File: src/rtl/rps_pkg.sv
// Shared move/result encodings, FSM state type and rule helpers for the RPS referee.
package rps_pkg;

    localparam logic [2:0] PAPER    = 3'b100;
    localparam logic [2:0] ROCK     = 3'b010;
    localparam logic [2:0] SCISSORS = 3'b001;

    localparam logic [1:0] RES_INVALID = 2'b00;
    localparam logic [1:0] RES_A_WIN   = 2'b01;
    localparam logic [1:0] RES_B_WIN   = 2'b10;
    localparam logic [1:0] RES_TIE     = 2'b11;

    typedef enum logic [1:0] {
        ST_IDLE = 2'd0,
        ST_PLAY = 2'd1,
        ST_DONE = 2'd2
    } state_t;

    function automatic logic is_onehot3(input logic [2:0] m);
        return (m == PAPER) || (m == ROCK) || (m == SCISSORS);
    endfunction

    // Raw AND-OR rule terms: does move x beat move y (bits taken as-is)
    function automatic logic beats(input logic [2:0] x, input logic [2:0] y);
        return (x[2] & y[1]) | (x[1] & y[0]) | (x[0] & y[2]);
    endfunction

endpackage

File: src/rtl/rps_round_judge.sv
// Combinational round judge. Define RPS_ONEHOT_CHECK_EN to flag non-one-hot moves
// as invalid (00); otherwise conflicting or absent rule terms judge as a tie.
module rps_round_judge
    import rps_pkg::*;
(
    input  logic [2:0] inA,
    input  logic [2:0] inB,
    output logic [1:0] result
);

    logic a_fire_s;
    logic b_fire_s;

    // Decide the round from the rule terms of both players
    always_comb begin
        a_fire_s = beats(inA, inB);
        b_fire_s = beats(inB, inA);
        result   = RES_TIE;
`ifdef RPS_ONEHOT_CHECK_EN
        if (!is_onehot3(inA) || !is_onehot3(inB)) begin
            result = RES_INVALID;
        end else if (a_fire_s && !b_fire_s) begin
            result = RES_A_WIN;
        end else if (b_fire_s && !a_fire_s) begin
            result = RES_B_WIN;
        end else begin
            result = RES_TIE;
        end
`else
        if (a_fire_s && !b_fire_s) begin
            result = RES_A_WIN;
        end else if (b_fire_s && !a_fire_s) begin
            result = RES_B_WIN;
        end else begin
            result = RES_TIE;
        end
`endif
    end

endmodule

File: src/rtl/rps_match_referee.sv
// Rock-paper-scissors match referee: accepts move pairs, keeps score, declares a winner.
// Optional macro RPS_ONEHOT_CHECK_EN (see rps_round_judge) enables invalid-move detection.
module rps_match_referee
    import rps_pkg::*;
#(
    parameter int WIN_TARGET = 3,
    parameter int SCORE_W    = 4
) (
    input  logic               clk,
    input  logic               rst_n,
    input  logic               start,
    input  logic               move_valid,
    output logic               move_ready,
    input  logic [2:0]         inA,
    input  logic [2:0]         inB,
    output logic               result_valid,
    output logic [1:0]         result,
    output logic [SCORE_W-1:0] scoreA,
    output logic [SCORE_W-1:0] scoreB,
    output logic [SCORE_W-1:0] round_cnt,
    output logic               match_done,
    output logic               winner
);

    localparam logic [SCORE_W-1:0] TARGET  = SCORE_W'(WIN_TARGET);
    localparam logic [SCORE_W-1:0] CNT_MAX = {SCORE_W{1'b1}};
    localparam logic [SCORE_W-1:0] ONE     = SCORE_W'(1);

    state_t             state_r;
    logic               ready_r;
    logic               result_valid_r;
    logic [1:0]         result_r;
    logic [SCORE_W-1:0] score_a_r;
    logic [SCORE_W-1:0] score_b_r;
    logic [SCORE_W-1:0] round_cnt_r;
    logic               match_done_r;
    logic               winner_r;

    logic [1:0]         judge_s;
    logic [SCORE_W-1:0] inc_a_s;
    logic [SCORE_W-1:0] inc_b_s;
    logic [SCORE_W-1:0] round_next_s;

    rps_round_judge u_judge (
        .inA    (inA),
        .inB    (inB),
        .result (judge_s)
    );

    // Next-value arithmetic for scores and the saturating round counter
    always_comb begin
        inc_a_s = score_a_r + ONE;
        inc_b_s = score_b_r + ONE;
        if (round_cnt_r == CNT_MAX) begin
            round_next_s = CNT_MAX;
        end else begin
            round_next_s = round_cnt_r + ONE;
        end
    end

    // Match FSM with all outputs registered; start overrides any pending move
    always_ff @(posedge clk or negedge rst_n) begin
        if (!rst_n) begin
            state_r        <= ST_IDLE;
            ready_r        <= 1'b0;
            result_valid_r <= 1'b0;
            result_r       <= 2'b00;
            score_a_r      <= '0;
            score_b_r      <= '0;
            round_cnt_r    <= '0;
            match_done_r   <= 1'b0;
            winner_r       <= 1'b0;
        end else begin
            result_valid_r <= 1'b0;
            if (start) begin
                state_r      <= ST_PLAY;
                ready_r      <= 1'b1;
                result_r     <= 2'b00;
                score_a_r    <= '0;
                score_b_r    <= '0;
                round_cnt_r  <= '0;
                match_done_r <= 1'b0;
            end else begin
                case (state_r)
                    ST_IDLE: begin
                        state_r <= ST_IDLE;
                        ready_r <= 1'b0;
                    end
                    ST_PLAY: begin
                        if (move_valid) begin
                            result_valid_r <= 1'b1;
                            result_r       <= judge_s;
                            round_cnt_r    <= round_next_s;
                            if (judge_s == RES_A_WIN) begin
                                score_a_r <= inc_a_s;
                                if (inc_a_s == TARGET) begin
                                    state_r      <= ST_DONE;
                                    ready_r      <= 1'b0;
                                    match_done_r <= 1'b1;
                                    winner_r     <= 1'b0;
                                end
                            end else if (judge_s == RES_B_WIN) begin
                                score_b_r <= inc_b_s;
                                if (inc_b_s == TARGET) begin
                                    state_r      <= ST_DONE;
                                    ready_r      <= 1'b0;
                                    match_done_r <= 1'b1;
                                    winner_r     <= 1'b1;
                                end
                            end
                        end
                    end
                    ST_DONE: begin
                        state_r <= ST_DONE;
                        ready_r <= 1'b0;
                    end
                    default: begin
                        state_r <= ST_IDLE;
                        ready_r <= 1'b0;
                    end
                endcase
            end
        end
    end

    assign move_ready   = ready_r;
    assign result_valid = result_valid_r;
    assign result       = result_r;
    assign scoreA       = score_a_r;
    assign scoreB       = score_b_r;
    assign round_cnt    = round_cnt_r;
    assign match_done   = match_done_r;
    assign winner       = winner_r;

endmodule

File: config.mk
export PLATFORM = sky130hd
export DESIGN_NAME = rps_match_referee
export DESIGN_NICKNAME = d
export VERILOG_FILES = /design/src/rtl/rps_pkg.sv /design/src/rtl/rps_round_judge.sv /design/src/rtl/rps_match_referee.sv
export SDC_FILE = /design/constraint.sdc
export NUM_CORES = 1
export LEC_CHECK = 0
export BUFFER_PORTS_ARGS = -buffer_cell sky130_fd_sc_hd__clkbuf_2
export CORE_ASPECT_RATIO = 1.4
export CORE_MARGIN = 4
export CORE_UTILIZATION = 50
export DETAILED_ROUTE_END_ITERATION = 8
export HOLD_SLACK_MARGIN = 0.06
export PLACE_DENSITY = 0.76
export SKIP_CTS_REPAIR_TIMING = 1
export SYNTH_ARGS = -nofsm -noshare
export SYNTH_HDL_FRONTEND = slang
export SYNTH_SLANG_ARGS = --single-unit
export TNS_END_PERCENT = 20
File: constraint.sdc
create_clock -name clk -period 2.55 [get_ports clk]
set_input_delay 0.1275 -clock clk [delete_from_list [all_inputs] [get_ports clk]]
set_output_delay 0.1275 -clock clk [all_outputs]
set_load 0.03 [all_outputs]
# ---- Word-level counts from Yosys, hierarchy flattened
# Cells that the tools add are included.
dict set report word_totals {
  regBits 20
  out_inout_bits 18
  elab_cells 98
}
dict set report op_classes {
  n_bitwise 11
  n_addsub 3
  reduce_logical 18
  n_eq_ne 14
  n_mux 43
}
# cell count
set ops {}
lappend ops {{$mux W4} 13}
lappend ops {{$mux W2} 10}
lappend ops {{$mux W1} 19}
lappend ops {{$add A4 B1 Y4 const B} 3}
lappend ops {{$ne A4 B4 Y1 const B} 3}
lappend ops {{$reduce_bool A2 Y1} 6}
lappend ops {{$eq A4 B2 Y1 const B} 2}
lappend ops {{$reduce_and A4 Y1} 2}
lappend ops {{$and A1 B1 Y1} 6}
lappend ops {{$reduce_and A6 Y1} 1}
lappend ops {{$reduce_bool A3 Y1} 2}
lappend ops {{$reduce_and A5 Y1} 1}
lappend ops {{$eq A2 B1 Y1 const B} 2}
lappend ops {{$eq A2 B2 Y1 const B} 2}
lappend ops {{$eq A4 B4 Y1 const B} 1}
lappend ops {{$or A1 B1 Y1} 4}
lappend ops {{$pmux W2 S2} 1}
lappend ops {{$ne A3 B2 Y1 const B} 1}
lappend ops {{$ne A3 B3 Y1 const B} 1}
lappend ops {{$reduce_and A3 Y1} 1}
lappend ops {{$logic_and A1 B1 Y1} 2}
lappend ops {{$logic_not A1 Y1} 2}
lappend ops {{$ne A2 B1 Y1 const B} 1}
lappend ops {{$ne A2 B2 Y1 const B} 1}
lappend ops {{2 further kinds} 2}

# ---- Depth between registers and ports, before layout
# Gate-level depths: netlist (run 1).
dict set report depth {
  ltp_word 13
  mapped_depth 8
}

# ---- By module
# A second synthesis (run 1) with hierarchy kept.
dict set report unflattened {
  hier_cells 120
  area_unflattened_um2 1161.1
}
# module n_inst area_per_inst_um2 cells_per_inst
set by_module_without_submodules {}
lappend by_module_without_submodules {rps_match_referee 1 1027.2 104}
lappend by_module_without_submodules {rps_round_judge 1 133.9 16}

# ---- Worst setup path before layout (run 1)
# OpenSTA, ideal clock, no wires.
dict set report synth_timing {
  path_kind {register to register}
  start {register score_a_r[1], in the netlist scoreA[1]}
  end {register state_r[1]}
  period_less_slack_ps 1892
  path_buffers 0
  arrival_ps 1798
  setup_slack_ps 658
  setup_time_ps 94
  path_stages_with_launch 7
  required_ps 2456
  path_cell_list {dfrtp_1 ha_1 nor3_1 a41o_1 a32o_2 a21bo_1 a221oi_2}
}
dict set report synth_via {
  elab_chain_cells 4
}
# item line
set synth_rtl {}
lappend synth_rtl {{from (decl)} rps_match_referee.sv:33} ;# logic [SCORE_W-1:0] score_a_r;
lappend synth_rtl {{from (signal assigned)} rps_match_referee.sv:95} ;# score_a_r <= inc_a_s;
lappend synth_rtl {{$add A4 B1 Y4} rps_match_referee.sv:52} ;# inc_a_s = score_a_r + ONE;
lappend synth_rtl {{$eq A4 B2 Y1} rps_match_referee.sv:96} ;# if (inc_a_s == TARGET) begin
lappend synth_rtl {{$ne A4 B4 Y1 (no line)} -}
lappend synth_rtl {{$reduce_and A4 Y1 (no line)} -}
lappend synth_rtl {{to (signal assigned)} rps_match_referee.sv:64} ;# state_r <= ST_IDLE;
lappend synth_rtl {{to (signal assigned)} rps_match_referee.sv:97} ;# state_r <= ST_DONE;
lappend synth_rtl {{to (signal assigned)} rps_match_referee.sv:105} ;# state_r <= ST_DONE;
lappend synth_rtl {{to (decl)} rps_match_referee.sv:29} ;# state_t state_r;
# No other way between the ends.
# A chain may end at the register's enable or synchronous reset.

# ---- Final worst setup path (run 1)
dict set report layout_timing {
  start {register state_r[1]}
  end {register score_a_r[3], in the netlist scoreA[3]}
}
dict set report layout_via {
  elab_chain_cells 3
}
# item line
set layout_rtl {}
lappend layout_rtl {{from (signal assigned)} rps_match_referee.sv:64}
lappend layout_rtl {{from (signal assigned)} rps_match_referee.sv:76} ;# state_r <= ST_PLAY;
lappend layout_rtl {{from (signal assigned)} rps_match_referee.sv:86} ;# state_r <= ST_IDLE;
lappend layout_rtl {{$eq A2 B1 Y1} rps_match_referee.sv:84} ;# case (state_r)
lappend layout_rtl {{$reduce_bool A2 Y1 (no line)} -}
lappend layout_rtl {{$reduce_and A3 Y1 (no line)} -}
# No other way between the ends.

==> results of run 1 <==
cells in the final DEF, fill, tap and decap left out, drive strengths merged, types with 2 or more instances in the layout:
cell type,synthesis,layout
nand2,4,4
clkbuf,2,30
a41o,2,2
nand3b,2,2
inv,6,6
nor3,5,5
a31oi,2,2
xor2,3,3
a311oi,2,2
nand3,3,3
xnor2,2,2
a21bo,3,3
a21oi,7,7
a222oi,2,2
nor2b,2,2
dfrtp,19,19
nor2,17,17
ha,9,9
critical path: stages, from the launching register on:
cell     delay [ns]
dfrtp_1        0.40
inv_1          0.06
ha_1           0.20
and2_1         0.34
nand2_1        0.19
or3_2          0.47
a21oi_1        0.15
state kept, by name, indices dropped and copies added, names as in the netlist:
name,count
state_r,2
result_valid,1
scoreB,4
result,2
match_done,1
scoreA,4
winner,1
round_cnt,4
cell families (layout without fill, tap and decap cells):
kind of cell	after synthesis	in the layout	synth area share, %
AND/OR/NAND/NOR	40	40	18.7
AO/OA/AOI/OAI	24	24	17.8
flip-flops	19	19	44.6
adder cells (fa/ha/maj)	9	9	10.6
buffers and inverters	9	39	3.29
XOR/XNOR	5	5	4.11
multiplexers	1	1	0.939
final timing paths:
path | start | endpoint | slack (ns) | depth (start not counted)
min | move_valid | state_r[1] | 0.14 | 3
min in group asynchronous | rst_n | result[1] | 0.31 | 2
max | state_r[1] | scoreA[3] | 0.67 | 6
max in group asynchronous | rst_n | scoreB[3] | 1.91 | 2
min reg2reg | match_done | match_done | 0.52 | 2
max reg2reg | state_r[1] | scoreA[3] | 0.67 | 6
metrics by stage:
step / setup slack (ns) / hold slack [ns] / std cells
5_1_grt: 0.530 / 0.141 / 158
3_5_place_dp: 0.533 / 0.113 / 153
6_report: 0.669 / 0.137 / 158
2_1_floorplan: 0.658 / -0.168 / 107
3_3_place_gp: 0.588 / 0.104 / 153
4_1_cts: 0.669 / -0.216 / 157
power groups by stage:
stage / logic, mW / registers, mW / clock network, mW
final: 0.210 / 0.348 / 0.150
after global routing: 0.239 / 0.353 / 0.173
after CTS: 0.212 / 0.348 / 0.157
after detailed placement: 0.211 / 0.355 / 0
after global placement: 0.204 / 0.354 / 0
after floorplan: 0.113 / 0.392 / 0
final cells by class:
type | instances | area (µm²) | share of cell area, %
Clock inverter | 1 | 5.00 | 0.397
Tap cell | 21 | 26.3 | 2.09
Timing Repair Buffer | 29 | 153 | 12.1
Sequential cell | 19 | 475 | 37.7
Clock buffer | 3 | 22.5 | 1.79
Multi-Input combinational cell | 79 | 556 | 44.1
Inverter | 6 | 22.5 | 1.79
metal layers:
metal / vias up / part of all wire (%)
li1: 446 / -
met2: 20 / 53
met5: - / 0
met3: 2 / 4.7
met1: 420 / 41
met4: 0 / 0.66
==> flow_metrics.env, run 1 <==
export IMPL_nets=157
export IMPL_place_hpwl_mm=1.57
export IMPL_worstMarginPinSlew_ns=0.480
export IMPL_die_h_um=62.6
export IMPL_num_antenna_cells=0
export IMPL_synth_area_leaders="dfrtp_1 (45%), ha_1 (11%), nor2_1 (6.0%), a21oi_1 (3.3%), a21bo_1 (2.8%)"
export IMPL_yosys_warnings=0
export IMPL_dieArea_um2=2950
export IMPL_crit_fanout=9
export IMPL_initial_core_util_pct=53.4
export IMPL_io_pins=28
export IMPL_grt_max_degree=20
export IMPL_syn_to_final_growth_pct=18.2
export IMPL_final_setup_viol_count=0
export IMPL_power_density_nw_per_um2=562
export IMPL_maxCapViolCount=0
export IMPL_worstPathRequired_ns=2.77
export IMPL_htree_levels=1
export IMPL_period_needed_ns=1.88
export IMPL_cp_start_kind="flip-flop"
export IMPL_ir_worst_vdd_mv=0.437
export IMPL_drt_wirelength_per_cell_um=13.4
export IMPL_gp_congestion=0.745
export IMPL_syn_cell_area_um2=1070
export IMPL_grtUsageMet2_pct=29.1
export IMPL_met3_usage_pct=2.02
export IMPL_drive_above_1_share_pct=26.3
export IMPL_max_slew_margin_pct=68.0
export IMPL_use_met1_pct=19.2
export IMPL_yosys_top_cells_count="dfrtp_1 (19), nor2_1 (17), ha_1 (9)"
export IMPL_power_switching_mw=0.246
export IMPL_fillers=183
export IMPL_synth_area_leader_cell="dfrtp_1"
export IMPL_drt_antenna_violating_nets=0
export IMPL_antenna_found_initial=0
export IMPL_status="complete, no violations"
export IMPL_p_total_mw=0.708
export IMPL_grt_pass1_vias=931
export IMPL_syn_nets=126
export IMPL_drt_iter0_drc=23
export IMPL_syn_avg_cell_area_um2=9.96
export IMPL_fin_worst_skew_ns=0.0101
export IMPL_clk_pin_slew_ns=0.11
export IMPL_rows=19
export IMPL_finalMaxSlewViolations=0
export IMPL_grt_pass1_wl_mm=3.79
export IMPL_yosysSeqAreaShare_pct=44.6
export IMPL_vias_per_cell=5.62
export IMPL_p_int_mw=0.462
export IMPL_synthCells=107
export IMPL_async_reset_ff_share_pct=100
export IMPL_insertion_delay_ns=0.29
export IMPL_vias=888
export IMPL_clock_power_share_pct=21.1
export IMPL_drt_total_wl_mm=2.12
export IMPL_hold_viol=0
export IMPL_synth_seq_cells=19
export IMPL_clock_fmax_ghz=0.532
export IMPL_synth_top_area_share_pct=44.6
export IMPL_cts_sinks=19
export IMPL_grt_overflow=0
export IMPL_coreArea_um2=2000
export IMPL_drc=0
export IMPL_p_comb_share_pct=29.7
export IMPL_min_delay_path_class="in2reg"
export IMPL_power_leakage_nw=0.649
export IMPL_synth_edf_count=0
export IMPL_port_buffers=27
export IMPL_rsz0062_at_grt="false"
export IMPL_die_w_um=47.0
export IMPL_finalCritPeriodShare_pct=73.8
export IMPL_swShare_pct=34.8
export IMPL_critPathArrivalTime_ns=2.10
export IMPL_tritoncts="built"
export IMPL_crit_type="reg2reg"
export IMPL_dpl_instance_area_um2=1220
export IMPL_busiest_layer="met2"
export IMPL_numCtsBuffers=3
export IMPL_ys_flop_type="dfrtp_1"
export IMPL_clk_path_buf_depth=2
export IMPL_ctsRootBufferMaster="clkbuf_4"
export IMPL_design_area_um2=1260
export IMPL_fin_util_pct=63.1
export IMPL_seq_power_share_pct=49.2
export IMPL_detail_route_first_pass_iterations=4
export IMPL_synth_most_common_cell="dfrtp_1"
export IMPL_grt_usage_pct=16.6
export IMPL_synth_cell_types=33
export IMPL_cp_end_kind="flip-flop"
export IMPL_finalSetupTns_ns=0
(Power assumes the default switching activity.)
==> run 2, diff against run 1 <==
--- a/config.mk
+++ b/config.mk
@@ -8,10 +8,10 @@
 export BUFFER_PORTS_ARGS = -buffer_cell sky130_fd_sc_hd__clkbuf_2
 export CORE_ASPECT_RATIO = 1.4
 export CORE_MARGIN = 4
-export CORE_UTILIZATION = 50
+export CORE_UTILIZATION = 46
 export DETAILED_ROUTE_END_ITERATION = 8
 export HOLD_SLACK_MARGIN = 0.06
-export PLACE_DENSITY = 0.76
+export PLACE_DENSITY = 0.74
 export SKIP_CTS_REPAIR_TIMING = 1
 export SYNTH_ARGS = -nofsm -noshare
 export SYNTH_HDL_FRONTEND = slang
==> constraint.sdc (replaced) <==
create_clock -name clk -period 1.7 [get_ports clk]
set_input_delay 0.085 -clock clk [delete_from_list [all_inputs] [get_ports clk]]
set_output_delay 0.085 -clock clk [all_outputs]
set_load 0.03 [all_outputs]
==> flow_metrics.env, run 2 (synthesized netlist as in run 1, its figures left out) <==
export IMPL_grt_usage_pct=15.7
export IMPL_min_delay_path_class="in2reg"
export IMPL_maxCapViolCount=0
export IMPL_rows=20
export IMPL_detail_route_first_pass_iterations=4
export IMPL_grt_pass1_wl_mm=4.05
export IMPL_worstMarginPinSlew_ns=0.477
export IMPL_critical_path_top_cell_by_count="a21bo_1"
export IMPL_cp_start_kind="flip-flop"
export IMPL_hold_viol=0
export IMPL_worst_r2r_cell_count=5
export IMPL_dieArea_um2=3160
export IMPL_die_h_um=65.0
export IMPL_crit_type="reg2reg"
export IMPL_routed_top_layer="met4"
export IMPL_seqCellArea_um2=484
export IMPL_drt_wirelength_per_cell_um=13.9
export IMPL_fillers=192
export IMPL_max_slew_margin_pct=68.2
export IMPL_final_cell_mix="clkbuf_2 (27), nor2_1 (17), buf_4 (15)"
export IMPL_clk_path_buf_depth=2
export IMPL_htree_levels=1
export IMPL_vias=961
export IMPL_grt_max_degree=20
export IMPL_min_from="move_valid"
export IMPL_antenna_found_initial=0
export IMPL_design_area_um2=1420
export IMPL_port_buffers=27
export IMPL_fin_worst_skew_ns=0.00467
export IMPL_coreArea_um2=2200
export IMPL_min_path_cells=3
export IMPL_syn_to_final_growth_pct=33.6
export IMPL_timing_rr_end="state_r[1]"
export IMPL_nets=171
export IMPL_setup_slack_ns=0.0358
export IMPL_min_to="state_r[1]"
export IMPL_worstPathRequired_ns=1.91
export IMPL_crit_slowest_cell="dfrtp_2"
export IMPL_drive_above_1_share_pct=42.4
export IMPL_gp_congestion=0.750
export IMPL_path_buf_inv=0
export IMPL_vias_per_cell=5.55
export IMPL_ir_worst_vdd_mv=0.606
export IMPL_drt_iter0_drc=22
export IMPL_dpl_instance_area_um2=1330
export IMPL_met1Wirelength_um=969
export IMPL_initial_core_util_pct=48.4
export IMPL_layout_commonest_cell="clkbuf_2"
export IMPL_grt_overflow=0
export IMPL_cp_end_kind="flip-flop"
export IMPL_critPathTopFamily="compound AO/OA/AOI/OAI gates"
export IMPL_worst_hold_slack_ns=0.108
export IMPL_place_hpwl_mm=1.83
export IMPL_regToRegSetupSlack_ns=0.04
export IMPL_io_pins=28
export IMPL_insertion_delay_ns=0.29
export IMPL_critPathMaxStageDelay_ns=0.48
export IMPL_num_antenna_cells=0
export IMPL_clk_pin_slew_ns=0.11
export IMPL_numCtsBuffers=3
export IMPL_post_place_ws_ns=-0.174
export IMPL_power_density_nw_per_um2=788
export IMPL_status="complete, no violations"
export IMPL_worstPathCellList="a21bo_1 -> a41o_1 -> a32o_2 -> a21bo_1 -> a221oi_2"
export IMPL_final_setup_viol_count=0
export IMPL_drt_total_wl_mm=2.41
export IMPL_period_needed_ns=1.66
export IMPL_crit_fanout=7
export IMPL_critPathArrivalTime_ns=1.88
export IMPL_met2_length_mm=1.33
export IMPL_ctsRootBufferMaster="clkbuf_4"
export IMPL_rsz0062_at_grt="true"
export IMPL_timing_rr_start="scoreB[1]"
export IMPL_power_leakage_nw=0.705
export IMPL_finalMaxSlewViolations=0
export IMPL_cts_sinks=19
export IMPL_finalCritPeriodShare_pct=97.9
export IMPL_die_w_um=48.7
export IMPL_wl_met3_um=93
export IMPL_drt_antenna_violating_nets=0
export IMPL_multiInputGateArea_um2=604
export IMPL_grt_pass1_vias=992
export IMPL_tritoncts="built"
export IMPL_drc=0
export IMPL_clock_fmax_ghz=0.601
-- run 2: changes by cell type in the layout (fill, tap and decap cells not counted), moves of 2 or more --
cell,before,now
buf_4,1,15
dfrtp_1,19,12
dfrtp_2,0,7
ha_1,9,5
ha_2,0,2
ha_4,0,2
-- run 2: area by class of cell --
class | count | share of cell area, %
clock buffers | 3 | 1.58
repair buffers | 43 | 18.1
multi-input cells | 79 | 42.4
well taps | 22 | 1.93
clock inverters | 1 | 0.351
inverters | 6 | 1.58
flip-flops and latches | 19 | 34.0
-- run 2: per-stage QoR --
stage | setup TNS, ns | instances | total power, mW | util (%)
final | 0 | 173 | 1.12 | 64.7
after global routing | -0.0867 | 173 | 1.19 | 64.7
after CTS | -0.0120 | 168 | 1.12 | 61.5
after detailed placement | -0.485 | 164 | 0.887 | 60.3
after global placement | -0.177 | 164 | 0.875 | 60.3
after floorplan | -0.0511 | 107 | 0.764 | -
-- run 2: power breakdown --
part / internal, mW / switching [mW]
clock network: 0.0874 / 0.140
registers: 0.492 / 0.0348
logic: 0.151 / 0.216
total: 0.731 / 0.391
-- run 2: worst register-to-register path, delay by kind of cell (launching register included) --
kind               cells  cell delay (ns)
AOI/OAI and AO/OA      5             1.11
DFF                    1             0.48
-- run 2: how the worst max path moves through the flow --
stage	from	end	slack (ns)	cells past startpoint
detailed placement	inB[2]	state_r[1]	-0.17	9
CTS	scoreA[0]	state_r[0]	-0.01	6
global placement	inB[2]	state_r[1]	-0.09	9
floorplan	inB[2]	state_r[1]	-0.03	6
global route	scoreB[0]	state_r[1]	-0.05	6
finish	scoreB[1]	state_r[1]	0.04	5
-- run 2: layer usage --
metal | vias up | global-route usage, %
met1 | 468 | 17.5
met5 | - | 0
met2 | 19 | 29.6
met4 | 0 | 5.05
met3 | 2 | 2.76
li1 | 472 | -
==> run 3, diff against run 2 <==
--- a/config.mk
+++ b/config.mk
@@ -12,7 +12,9 @@
 export DETAILED_ROUTE_END_ITERATION = 8
 export HOLD_SLACK_MARGIN = 0.06
 export PLACE_DENSITY = 0.74
+export REMOVE_ABC_BUFFERS = 1
 export SKIP_CTS_REPAIR_TIMING = 1
+export SLEW_MARGIN = 20
 export SYNTH_ARGS = -nofsm -noshare
 export SYNTH_HDL_FRONTEND = slang
 export SYNTH_SLANG_ARGS = --single-unit
==> flow_metrics.env, run 3 (synthesized netlist as in run 1, its figures left out) <==
export IMPL_status="complete, but fails checks"
export IMPL_violations="negative setup slack"
export IMPL_dpl_instance_area_um2=1340
export IMPL_htree_levels=1
export IMPL_cp_start_kind="flip-flop"
export IMPL_nets=173
export IMPL_drt_wirelength_per_cell_um=13.5
export IMPL_cts_sinks=19
export IMPL_grt_overflow=0
export IMPL_clock_fmax_ghz=0.581
export IMPL_maxCapViolCount=0
export IMPL_die_w_um=48.7
export IMPL_syn_to_final_growth_pct=33.1
export IMPL_grt_pass1_wl_mm=4.09
export IMPL_timing_rr_end="state_r[1]"
export IMPL_io_pins=28
export IMPL_min_to="state_r[1]"
export IMPL_initial_core_util_pct=48.4
export IMPL_seqCellArea_um2=479
export IMPL_clk_path_buf_depth=2
export IMPL_gp_congestion=0.801
export IMPL_worstMarginPinSlew_ns=0.470
export IMPL_numCtsBuffers=3
export IMPL_power_leakage_nw=0.722
export IMPL_die_h_um=65.0
export IMPL_dieArea_um2=3160
export IMPL_multiInputGateArea_um2=591
export IMPL_timing_rr_start="scoreA[1]"
export IMPL_setup_slack_ns=-0.0199
export IMPL_crit_fanout=3
export IMPL_worstPathRequired_ns=1.92
export IMPL_rsz0062_at_grt="true"
export IMPL_min_delay_path_class="in2reg"
export IMPL_worst_r2r_cell_count=6
export IMPL_layout_commonest_cell="clkbuf_2"
export IMPL_drt_antenna_violating_nets=0
export IMPL_max_slew_margin_pct=68.7
export IMPL_min_from="move_valid"
export IMPL_coreArea_um2=2200
export IMPL_regToRegSetupSlack_ns=-0.02
export IMPL_drc=0
export IMPL_finalCritPeriodShare_pct=101
export IMPL_critPathArrivalTime_ns=1.94
export IMPL_num_antenna_cells=0
export IMPL_ctsRootBufferMaster="clkbuf_4"
export IMPL_drive_above_1_share_pct=39.2
export IMPL_fillers=194
export IMPL_final_setup_viol_count=1
export IMPL_hold_viol=0
export IMPL_insertion_delay_ns=0.30
export IMPL_drt_total_wl_mm=2.36
export IMPL_cp_end_kind="flip-flop"
export IMPL_grt_max_degree=20
export IMPL_finalMaxSlewViolations=0
export IMPL_antenna_found_initial=0
export IMPL_design_area_um2=1420
export IMPL_tritoncts="built"
export IMPL_grt_usage_pct=16.4
export IMPL_period_needed_ns=1.72
export IMPL_p_total_mw=1.12
export IMPL_fin_worst_skew_ns=0.00258
export IMPL_vias=981
export IMPL_vias_per_cell=5.61
export IMPL_ir_worst_vdd_mv=0.526
export IMPL_min_path_cells=3
export IMPL_final_cell_mix="clkbuf_2 (27), nor2_1 (17), buf_4 (17)"
export IMPL_port_buffers=27
export IMPL_power_density_nw_per_um2=790
export IMPL_grt_pass1_vias=962
export IMPL_place_hpwl_mm=1.80
export IMPL_drt_iter0_drc=42
export IMPL_crit_type="reg2reg"
export IMPL_detail_route_first_pass_iterations=4
export IMPL_rows=20
export IMPL_clk_pin_slew_ns=0.10
==> run 3: changes by cell type in the layout (fill, tap and decap cells not counted), sizes merged <==
cell and change:
buf +2, clkbuf +1, clkinv -1
==> run 3: worst max path at each step <==
stage	start	to	slack [ns]	depth (start not counted)
global placement	inA[1]	state_r[1]	-0.11	9
finish	scoreA[1]	state_r[1]	-0.02	6
detailed placement	inA[1]	state_r[1]	-0.13	9
global route	scoreA[1]	state_r[1]	-0.06	6
floorplan	scoreA[1]	state_r[1]	-0.19	6
CTS	scoreA[0]	state_r[1]	-0.07	6
==> run 3: where the power goes <==
group          internal [mW]  switching (mW)
Combinational          0.148           0.213
Clock                 0.0917           0.141
Sequential             0.491          0.0360
Total                  0.731           0.390
==> run 3: worst max-delay path, stage by stage (launching register included) <==
cell      delay, ns
dfrtp_1        0.43
buf_4          0.16
buf_4          0.13
ha_1           0.19
a32o_2         0.27
a21bo_1        0.20
a221oi_2       0.25
==> run 3: layout make-up <==
type,instances,share of cell area [%]
clock buffers,4,1.85
flip-flops and latches,19,33.8
inverters,6,1.59
well taps,22,1.94
repair buffers,45,19.2
multi-input cells,79,41.6
==> run 3: metal layers <==
| metal | GRT usage, % | up-vias | wire length (µm) | share of wire (%) |
|---|---|---|---|---|
| met5 | 0 | - | 0 | 0 |
| met4 | 9.09 | 0 | 57 | 2.4 |
| met3 | 2.99 | 5 | 131 | 5.5 |
| met2 | 27.3 | 30 | 1200 | 51 |
| met1 | 19.8 | 468 | 977 | 41 |
| li1 | - | 478 | - | - |
==> run 3: per-stage QoR <==
step                cells  hold WS [ns]  setup TNS (ns)  setup slack, ns  utilization, %
CTS                   173        -0.280          -0.125          -0.0664            61.9
finish                175        0.0752         -0.0199          -0.0199            64.4
global route          175        0.0810          -0.205          -0.0644            64.4
global placement      169        0.0574          -0.234           -0.110            60.7
floorplan             104        -0.211          -0.673           -0.192               -
detailed placement    169        0.0654          -0.420           -0.130            60.7
